**config.mk**
```make
export PLATFORM = sky130hd
export DESIGN_NAME = store_split_ctrl
export DESIGN_NICKNAME = d
export VERILOG_FILES = /design/src/rtl/store_split_ctrl.sv
export SDC_FILE = /design/constraint.sdc
export NUM_CORES = 1
export LEC_CHECK = 0
export ABC_AREA = 0
export ABC_CLOCK_PERIOD_IN_PS = 4300
export BUFFER_PORTS_ARGS = -buffer_cell sky130_fd_sc_hd__buf_4
export CAP_MARGIN = 20
export CORE_MARGIN = 3
export CORE_UTILIZATION = 55
export DETAILED_ROUTE_END_ITERATION = 12
export GPL_TIMING_DRIVEN = 0
export PLACE_DENSITY = 0.92
export SLEW_MARGIN = 20
export SYNTH_ARGS = -nofsm -noshare
export SYNTH_HDL_FRONTEND = slang
export SYNTH_SLANG_ARGS = --single-unit
```
**constraint.sdc**
```tcl
create_clock -name clk -period 4.3 [get_ports clk]
set_input_delay 0.43 -clock clk [delete_from_list [all_inputs] [get_ports clk]]
set_output_delay 0.43 -clock clk [all_outputs]
set_load 0.05 [all_outputs]
```
**src/rtl/store_split_ctrl.sv**
```systemverilog
// Store write sequencer: aligns a store to byte lanes and emits one or two word beats to the DM port.
// Latency 1 from acceptance to mem_req; each beat held until mem_ack; st_ready low while busy or pulsing st_done.
module store_split_ctrl #(
    parameter bit SPLIT_EN = 1'b1,
    parameter int ADDR_W   = 32
) (
    input  logic              clk,
    input  logic              rst,
    input  logic              st_valid,
    output logic              st_ready,
    input  logic [ADDR_W-1:0] st_addr,
    input  logic [31:0]       st_data,
    input  logic [1:0]        st_size,
    output logic              mem_req,
    input  logic              mem_ack,
    output logic [ADDR_W-1:0] mem_addr,
    output logic [31:0]       mem_wdata,
    output logic [3:0]        mem_wstrb,
    output logic              st_done,
    output logic              misalign_err,
    output logic              busy
);

    localparam logic [1:0] ST_IDLE  = 2'd0;
    localparam logic [1:0] ST_BEAT0 = 2'd1;
    localparam logic [1:0] ST_BEAT1 = 2'd2;

    logic [1:0]        state_q, state_d;
    logic [ADDR_W-1:0] addr_q, addr_d;
    logic [31:0]       wdata_q, wdata_d;
    logic [3:0]        wstrb_q, wstrb_d;
    logic [31:0]       hi_data_q, hi_data_d;
    logic [3:0]        hi_strb_q, hi_strb_d;
    logic              done_q, done_d;
    logic              err_q, err_d;

    logic [3:0]  size_mask;
    logic [31:0] data_mask;
    logic [7:0]  strb_full;
    logic [63:0] data_full;
    logic        crossing;
    logic        illegal;

    // Upper lanes of st_data are masked so unstrobed lanes of wdata stay zero.
    always_comb begin
        size_mask = 4'b0000;
        data_mask = 32'h0000_0000;
        case (st_size)
            2'b00: begin size_mask = 4'b0001; data_mask = 32'h0000_00ff; end
            2'b01: begin size_mask = 4'b0011; data_mask = 32'h0000_ffff; end
            2'b10: begin size_mask = 4'b1111; data_mask = 32'hffff_ffff; end
            default: begin size_mask = 4'b0000; data_mask = 32'h0000_0000; end
        endcase
        strb_full = {4'b0000, size_mask} << st_addr[1:0];
        data_full = {32'h0000_0000, st_data & data_mask} << {st_addr[1:0], 3'b000};
        crossing  = |strb_full[7:4];
        illegal   = (st_size == 2'b11);
    end

    always_comb begin
        state_d   = state_q;
        addr_d    = addr_q;
        wdata_d   = wdata_q;
        wstrb_d   = wstrb_q;
        hi_data_d = hi_data_q;
        hi_strb_d = hi_strb_q;
        done_d    = 1'b0;
        err_d     = 1'b0;
        case (state_q)
            ST_IDLE: begin
                if (st_valid && st_ready) begin
                    if (illegal || (crossing && !SPLIT_EN)) begin
                        done_d = 1'b1;
                        err_d  = 1'b1;
                    end else begin
                        state_d   = ST_BEAT0;
                        addr_d    = {st_addr[ADDR_W-1:2], 2'b00};
                        wdata_d   = data_full[31:0];
                        wstrb_d   = strb_full[3:0];
                        hi_data_d = data_full[63:32];
                        hi_strb_d = strb_full[7:4];
                    end
                end
            end
            ST_BEAT0: begin
                if (mem_ack) begin
                    if (|hi_strb_q) begin
                        state_d = ST_BEAT1;
                        addr_d  = addr_q + ADDR_W'(4);
                        wdata_d = hi_data_q;
                        wstrb_d = hi_strb_q;
                    end else begin
                        state_d = ST_IDLE;
                        done_d  = 1'b1;
                    end
                end
            end
            ST_BEAT1: begin
                if (mem_ack) begin
                    state_d = ST_IDLE;
                    done_d  = 1'b1;
                end
            end
            default: state_d = ST_IDLE;
        endcase
    end

    always_ff @(posedge clk or posedge rst) begin
        if (rst) begin
            state_q   <= ST_IDLE;
            addr_q    <= '0;
            wdata_q   <= '0;
            wstrb_q   <= '0;
            hi_data_q <= '0;
            hi_strb_q <= '0;
            done_q    <= 1'b0;
            err_q     <= 1'b0;
        end else begin
            state_q   <= state_d;
            addr_q    <= addr_d;
            wdata_q   <= wdata_d;
            wstrb_q   <= wstrb_d;
            hi_data_q <= hi_data_d;
            hi_strb_q <= hi_strb_d;
            done_q    <= done_d;
            err_q     <= err_d;
        end
    end

    // No acceptance during the st_done cycle, so stores never overlap their completion.
    assign st_ready     = (state_q == ST_IDLE) && !done_q;
    assign busy         = ~st_ready;
    assign mem_req      = (state_q != ST_IDLE);
    assign mem_addr     = addr_q;
    assign mem_wdata    = wdata_q;
    assign mem_wstrb    = wstrb_q;
    assign st_done      = done_q;
    assign misalign_err = err_q;

endmodule

```
==> metrics.txt, run 1 <==
status=complete, no violations; synthesis-to-finish area growth=27.4%; worst slew pin tran=~1.1 ns; Starting Density=between 50% and 60%; ratio of routed vias to standard cells=~6.4; maximum clock insertion buffer count=2; DRT iter0 DRCs=approximately 460; met1 usage=43.8%; met3 usage=5.67%; Post-DP HPWL=13600 um; R2R cell count=7; Max Cap Violations=0; Avg WL per Cell=approximately 21 um; n_diodes=0; global-route wire length before repair=29600 um; Crit path max-delay family=buffers and inverters; Die H=104 um; Power Density=approximately 860 nW/um2; Final nets=between 800 and 900; met2 GRT Util=56.7%; clk sinks=just under 100; Fmax=0.377 GHz; yosys warns=0; register area share after synthesis=between 40% and 50%; CP bufs+invs=3; Hold WC Path Type=primary input to async pin; share of flip-flops with an asynchronous set or reset=100%; EDFF count, synth=0; CP max FO=10; final setup TNS=0 ns; largest net degree at the start of global routing=between 60 and 70; I/O Buffers=around 140; GPL Wtd Cong=around 1.0; CTS tree=yes; CP Launch Type=flip-flop; critical path cell sequence=nor2b_1, clkbuf_1, nand3_1, nand2_1, buf_2, buf_1, a21oi_1; routed vias=about 5700; Worst slew margin=a little over a quarter; cells after synthesis=600; DR pass1 iterations=7; post-route ant nets=0; Top FF cell, synth=dfrtp_1; final core occ=between 70 and 80%; CP Data Required Time=4.53 ns; Num CTS Buffers=9; Setup Fix Bufs, Post-CTS=0; Core ar.=slightly above 9000 um2; setup violators final=0; Netlist cell types=between 60 and 70; root buffer cell=clkbuf_8; Total Wirelength=18800 um; Syn Area/Cell=8.78 um2; global route overflow=0; FF+latch count, synth=between 90 and 100; Tcrit/Tclk final=61.7%; Final Max Tran Viols=0; Worst Setup End Kind=flip-flop; hold buffers post-CTS=0; CTS HTree Levels=3; Worst Path Arrival=roughly 2.9 ns; RSZ-0062 raised after global routing=no; busiest layer in global routing=met2; critical path class=flip-flop to flip-flop; post-CTS sizing=0; cell leakage power=2.98 nW; Worst Skew=~0.0081 ns; Slowest Stage Delay on Critical Path=roughly 0.54 ns; critical path depth=7; chip width=roughly 100 um; All-Layer GR Usage=between 30% and 40%; VDD IR max=roughly 540 uV; worst skew pair latency=0.37 ns; Top-Level Pins=between 100 and 150; min Tclk post-route=2.65 ns; clk slew on worst S/H paths=about 0.1 ns; Critical Path Slowest Stage Cell=buf_1; Hold Vio Cnt, Final=0; # DRC=0; Post-Syn Area=5270 um2; FP Rows=35; initial antenna violation count=0; die area=about 11000 um2; vias in the first global route=~5700; fraction of layout cells with a size suffix above 1=around 25%; total chip power=about 5.7 mW
==> worst paths after layout <==
check	startpoint	endpoint	slack, ns
setup / recovery	state_q[0]	mem_addr[10]	1.65
hold / removal	rst	mem_addr[22]	0.03
setup reg to reg	state_q[0]	mem_addr[10]	1.65
hold reg to reg	hi_data_q[9]	hi_data_q[9]	0.49
max in group asynchronous	rst	mem_wdata[17]	3.64
min in group clk	mem_ack	state_q[1]	0.28
==> through the flow <==
stage / cells / area [um2] / hold slack (ns) / setup WS (ns)
after floorplan: 601 / 5270 / 0.449 / 1.34
after global placement: 868 / 6470 / 0.460 / 0.219
after detailed placement: 869 / 6500 / 0.439 / 1.59
after CTS: 884 / 6700 / 0.0412 / 1.70
after global routing: 884 / 6710 / 0.0600 / 1.47
final: 884 / 6710 / 0.0312 / 1.65
==> final cells by class <==
cell class / instances / area (um2)
Multi-Input combinational cell: 448 / 2610
Fill cell: 748 / 2580
Sequential cell: 97 / 2430
Timing Repair Buffer: 139 / 1060
Buffer: 48 / 203
Tap cell: 129 / 161
Clock buffer: 11 / 151
Clock inverter: 4 / 52.6
Inverter: 8 / 35.0
==> cells in the final DEF, fill, tap and decap left out, types with 5 or more instances in the layout <==
cell type,n
a22oi_1,17
nor2_1,59
buf_2,6
a221o_1,7
o31ai_1,12
a21oi_1,47
clkbuf_1,30
nor3_1,16
o21ai_1,18
o22a_1,5
nand2_1,81
nand3_1,12
buf_1,9
a2bb2o_1,7
a22o_1,9
dfrtp_1,97
and3_1,6
o22ai_1,7
buf_4,140
o21ai_0,42
clkbuf_8,11
mux2_2,8
a221oi_1,8
nand2b_1,10
a31oi_1,7
inv_1,6
and4_1,6
==> cells in the mapped netlist, types with 3 or more instances <==
library cell   n  share of area (%)
o21bai_1       3               0.43
o22ai_1        7               0.83
nor4_1         4               0.48
dfrtp_1       97                 46
a2bb2o_1       7                1.3
buf_2          6               0.57
nand3_1       12                1.1
and3_1         6               0.71
nand2_1       81                5.8
a21oi_1       47                4.5
a31oi_1        7               0.83
o31ai_1       12                1.7
a22oi_1       17                2.4
a2bb2oi_1      3               0.50
inv_1          7               0.50
o21ai_1       18                1.7
a211oi_1       3               0.43
nor2_1        59                4.2
clkbuf_1      30                2.1
a22o_1         9                1.5
o22a_1         5               0.83
nand2b_1      10                1.2
o21ai_0       42                4.0
a21o_1         4               0.57
a311oi_1       3               0.50
and4_1         6                1.0
nand4_1        4               0.48
a221o_1        7                1.3
mux2_2         8                1.7
nor3_1        16                1.5
buf_1          9               0.64
nor2b_1        4               0.48
ha_1           4               0.95
a221oi_1       8                1.3
==> registers in the layout, summed over array words and instances (netlist names) <==
signal and flops:
hi_data_q 24, misalign_err 1, mem_wstrb 4, mem_addr 30, hi_strb_q 3, st_done 1, state_q 2, mem_wdata 32
==> layer usage <==
layer | wire [um] | part of all wire (%)
met3 | 1730 | 9.2
met4 | 773 | 4.1
met5 | 0 | 0
met1 | 7270 | 39
met2 | 9020 | 48
==> logic make-up (layout without fill, tap and decap cells) <==
kind of cell,count (synthesis),in the layout,synth area share [%]
buf+inv,56,210,4.42
compound gates,216,216,27.0
fa+ha+maj,4,4,0.951
flops,97,97,46.1
other cells,1,2,0.0712
mux,10,10,2.09
xor+xnor,1,1,0.166
simple gates,215,215,19.2
==> where the power goes <==
group | internal [mW] | total, mW | switching (mW)
sequential | 1.30 | 1.66 | 0.360
combinational | 0.996 | 3.45 | 2.45
clock | 0.298 | 0.634 | 0.336
total | 2.59 | 5.74 | 3.15
Power figures use the tool's default switching activity.
==> run 2, diff against run 1 <==
--- a/config.mk
+++ b/config.mk
@@ -6,14 +6,14 @@
 export NUM_CORES = 1
 export LEC_CHECK = 0
 export ABC_AREA = 0
-export ABC_CLOCK_PERIOD_IN_PS = 4300
+export ABC_CLOCK_PERIOD_IN_PS = 2500
 export BUFFER_PORTS_ARGS = -buffer_cell sky130_fd_sc_hd__buf_4
 export CAP_MARGIN = 20
 export CORE_MARGIN = 3
-export CORE_UTILIZATION = 55
+export CORE_UTILIZATION = 53
 export DETAILED_ROUTE_END_ITERATION = 12
 export GPL_TIMING_DRIVEN = 0
-export PLACE_DENSITY = 0.92
+export PLACE_DENSITY = 0.9
 export SLEW_MARGIN = 20
 export SYNTH_ARGS = -nofsm -noshare
 export SYNTH_HDL_FRONTEND = slang
==> constraint.sdc (replaced) <==
create_clock -name clk -period 2.5 [get_ports clk]
set_input_delay 0.25 -clock clk [delete_from_list [all_inputs] [get_ports clk]]
set_output_delay 0.25 -clock clk [all_outputs]
set_load 0.05 [all_outputs]
==> metrics.txt, run 2 (synthesis results as in run 1) <==
Final Max Tran Viols=0; met3 usage=between 8 and 9%; synthesis-to-finish area growth=28.6%; DR pass1 iterations=5; Die H=roughly 110 um; global route overflow=0; Area after DPL=6540 um2; VDD IR max=between 800 and 900 uV; Max Cap Violations=0; global-route wire length before repair=~30000 um; GPL Wtd Cong=roughly 1.0; Critical Path Sink=mem_addr[21]; Power Density=~1500 nW/um2; Post-DP HPWL=13800 um; crit path launch=mem_addr[4]; Core ar.=around 9500 um2; Worst Setup End Kind=flip-flop; Worst Skew=roughly 0.015 ns; I/O Buffers=138; setup violators final=0; Worst slew margin=42.5%; Top-Level Pins=about 140; maximum clock insertion buffer count=2; All-Layer GR Usage=between 30% and 40%; commonest non-fill, non-tap cell in the layout=buf_4; RSZ-0062 raised after global routing=no; DRT iter0 DRCs=roughly 540; cell leakage power=about 3 nW; Design Area, Final=between 6000 and 7000 um2; CP Launch Type=flip-flop; Reg2Reg Capture Point=mem_addr[21]; worst slew pin tran=0.857 ns; critical path class=flip-flop to flip-flop; clk sinks=97; Total Wirelength=19000 um; Critical Path Slowest Stage Cell=or4_1; Starting Density=around 56%; clk slew on worst S/H paths=about 0.10 ns; root buffer cell=clkbuf_8; met2 GRT Util=55.3%; FP Rows=35; Worst Path Arrival=2.59 ns; # DRC=0; Hold WC Path Type=primary input to flip-flop; min Tclk post-route=approximately 2.3 ns; CP Data Required Time=between 2 and 3 ns; Slowest Stage Delay on Critical Path=0.59 ns; fraction of layout cells with a size suffix above 1=approximately a quarter; met1 usage=43.7%; Avg WL per Cell=21.4 um; R2R cell count=6; Hold Path Origin=st_data[25]; hold depth=2; CTS HTree Levels=3; n_diodes=0; Setup Fix Bufs, Post-CTS=0; largest net degree at the start of global routing=36; Hold Vio Cnt, Final=0; Final nets=between 800 and 900; routed vias=between 5000 and 6000; ratio of routed vias to standard cells=6.37; die area=approximately 11000 um2; initial antenna violation count=0; status=complete, no violations; max reg flops=32; worst skew pair latency=0.37 ns; CP max FO=9; chip width=~110 um; critical path cell sequence=nand3_1, or4_1, buf_2, nor2_2, nand2_1, o311a_1; Num CTS Buffers=9; total chip power=between 9 and 10 mW; r2r setup slk=between 0.15 and 0.2 ns; FF-to-FF Start=mem_addr[4]; final core occ=71.6%; worst hold slack=0.127 ns; Fmax=between 0.4 and 0.5 GHz; Tcrit/Tclk final=between 90% and 100%; commonest cells after routing, fill and taps aside=140 x buf_4, 97 x dfrtp_1, 80 x nand2_1; busiest layer in global routing=met2; post-route ant nets=0; CTS tree=yes; final setup TNS=0 ns; vias in the first global route=~5600
-- run 2: cell types whose count changed in the layout (fill, tap and decap cells not counted), sizes merged --
cell | before | now
buf | 157 | 158
clkbuf | 41 | 43
clkinv | 0 | 1
dlygate4sd3 | 0 | 1
inv | 8 | 7
-- run 2: how the worst min path moves through the flow --
stage | to
finish | hi_data_q[17]
global route | state_q[0]
CTS | state_q[1]
detailed placement | mem_addr[22]
global placement | hi_data_q[15]
floorplan | state_q[1]
-- run 2: layer usage --
layer,routed length [um],share of wire (%)
met1,7260,38
met2,8970,47
met3,2130,11
met5,0,0
met4,674,3.5
-- run 2: per-stage QoR --
stage,instances,worst slack (ns)
2_1_floorplan,601,0.0301
3_3_place_gp,868,-0.0223
3_5_place_dp,871,-0.0769
4_1_cts,888,0.0353
5_1_grt,888,0.0454
6_report,888,0.176
-- run 2: area by class of cell --
class,count,area (um2)
fill,771,2690
buffer,48,209
multi-input combinational,448,2640
inverter,8,33.8
tap,129,161
clock inverter,4,53.8
clock buffer,12,135
sequential,97,2430
timing repair buffer,142,1110
-- run 2: critical path: cells and delay by family (launching register included) --
family                 cells  cell delay [ns]
buffers and inverters      1             0.19
flip-flops                 1             0.52
AND/OR/NAND/NOR            4             1.18
AO/OA/AOI/OAI              1             0.34
-- run 2: power breakdown --
part / internal (mW) / switching [mW]
Clock: 0.467 / 0.579
Combinational: 1.74 / 4.23
Sequential: 2.23 / 0.634
Total: 4.44 / 5.44
-- run 2: what timing repair did --
item                                    in CTS  in global routing
endpoints found under the setup margin      10                 33
hold endpoints to repair                    15                  0
gates cloned                                 0                  0
pin swaps                                    0                  0
hold buffers                                 1                  0
gates resized for setup                      1                 10
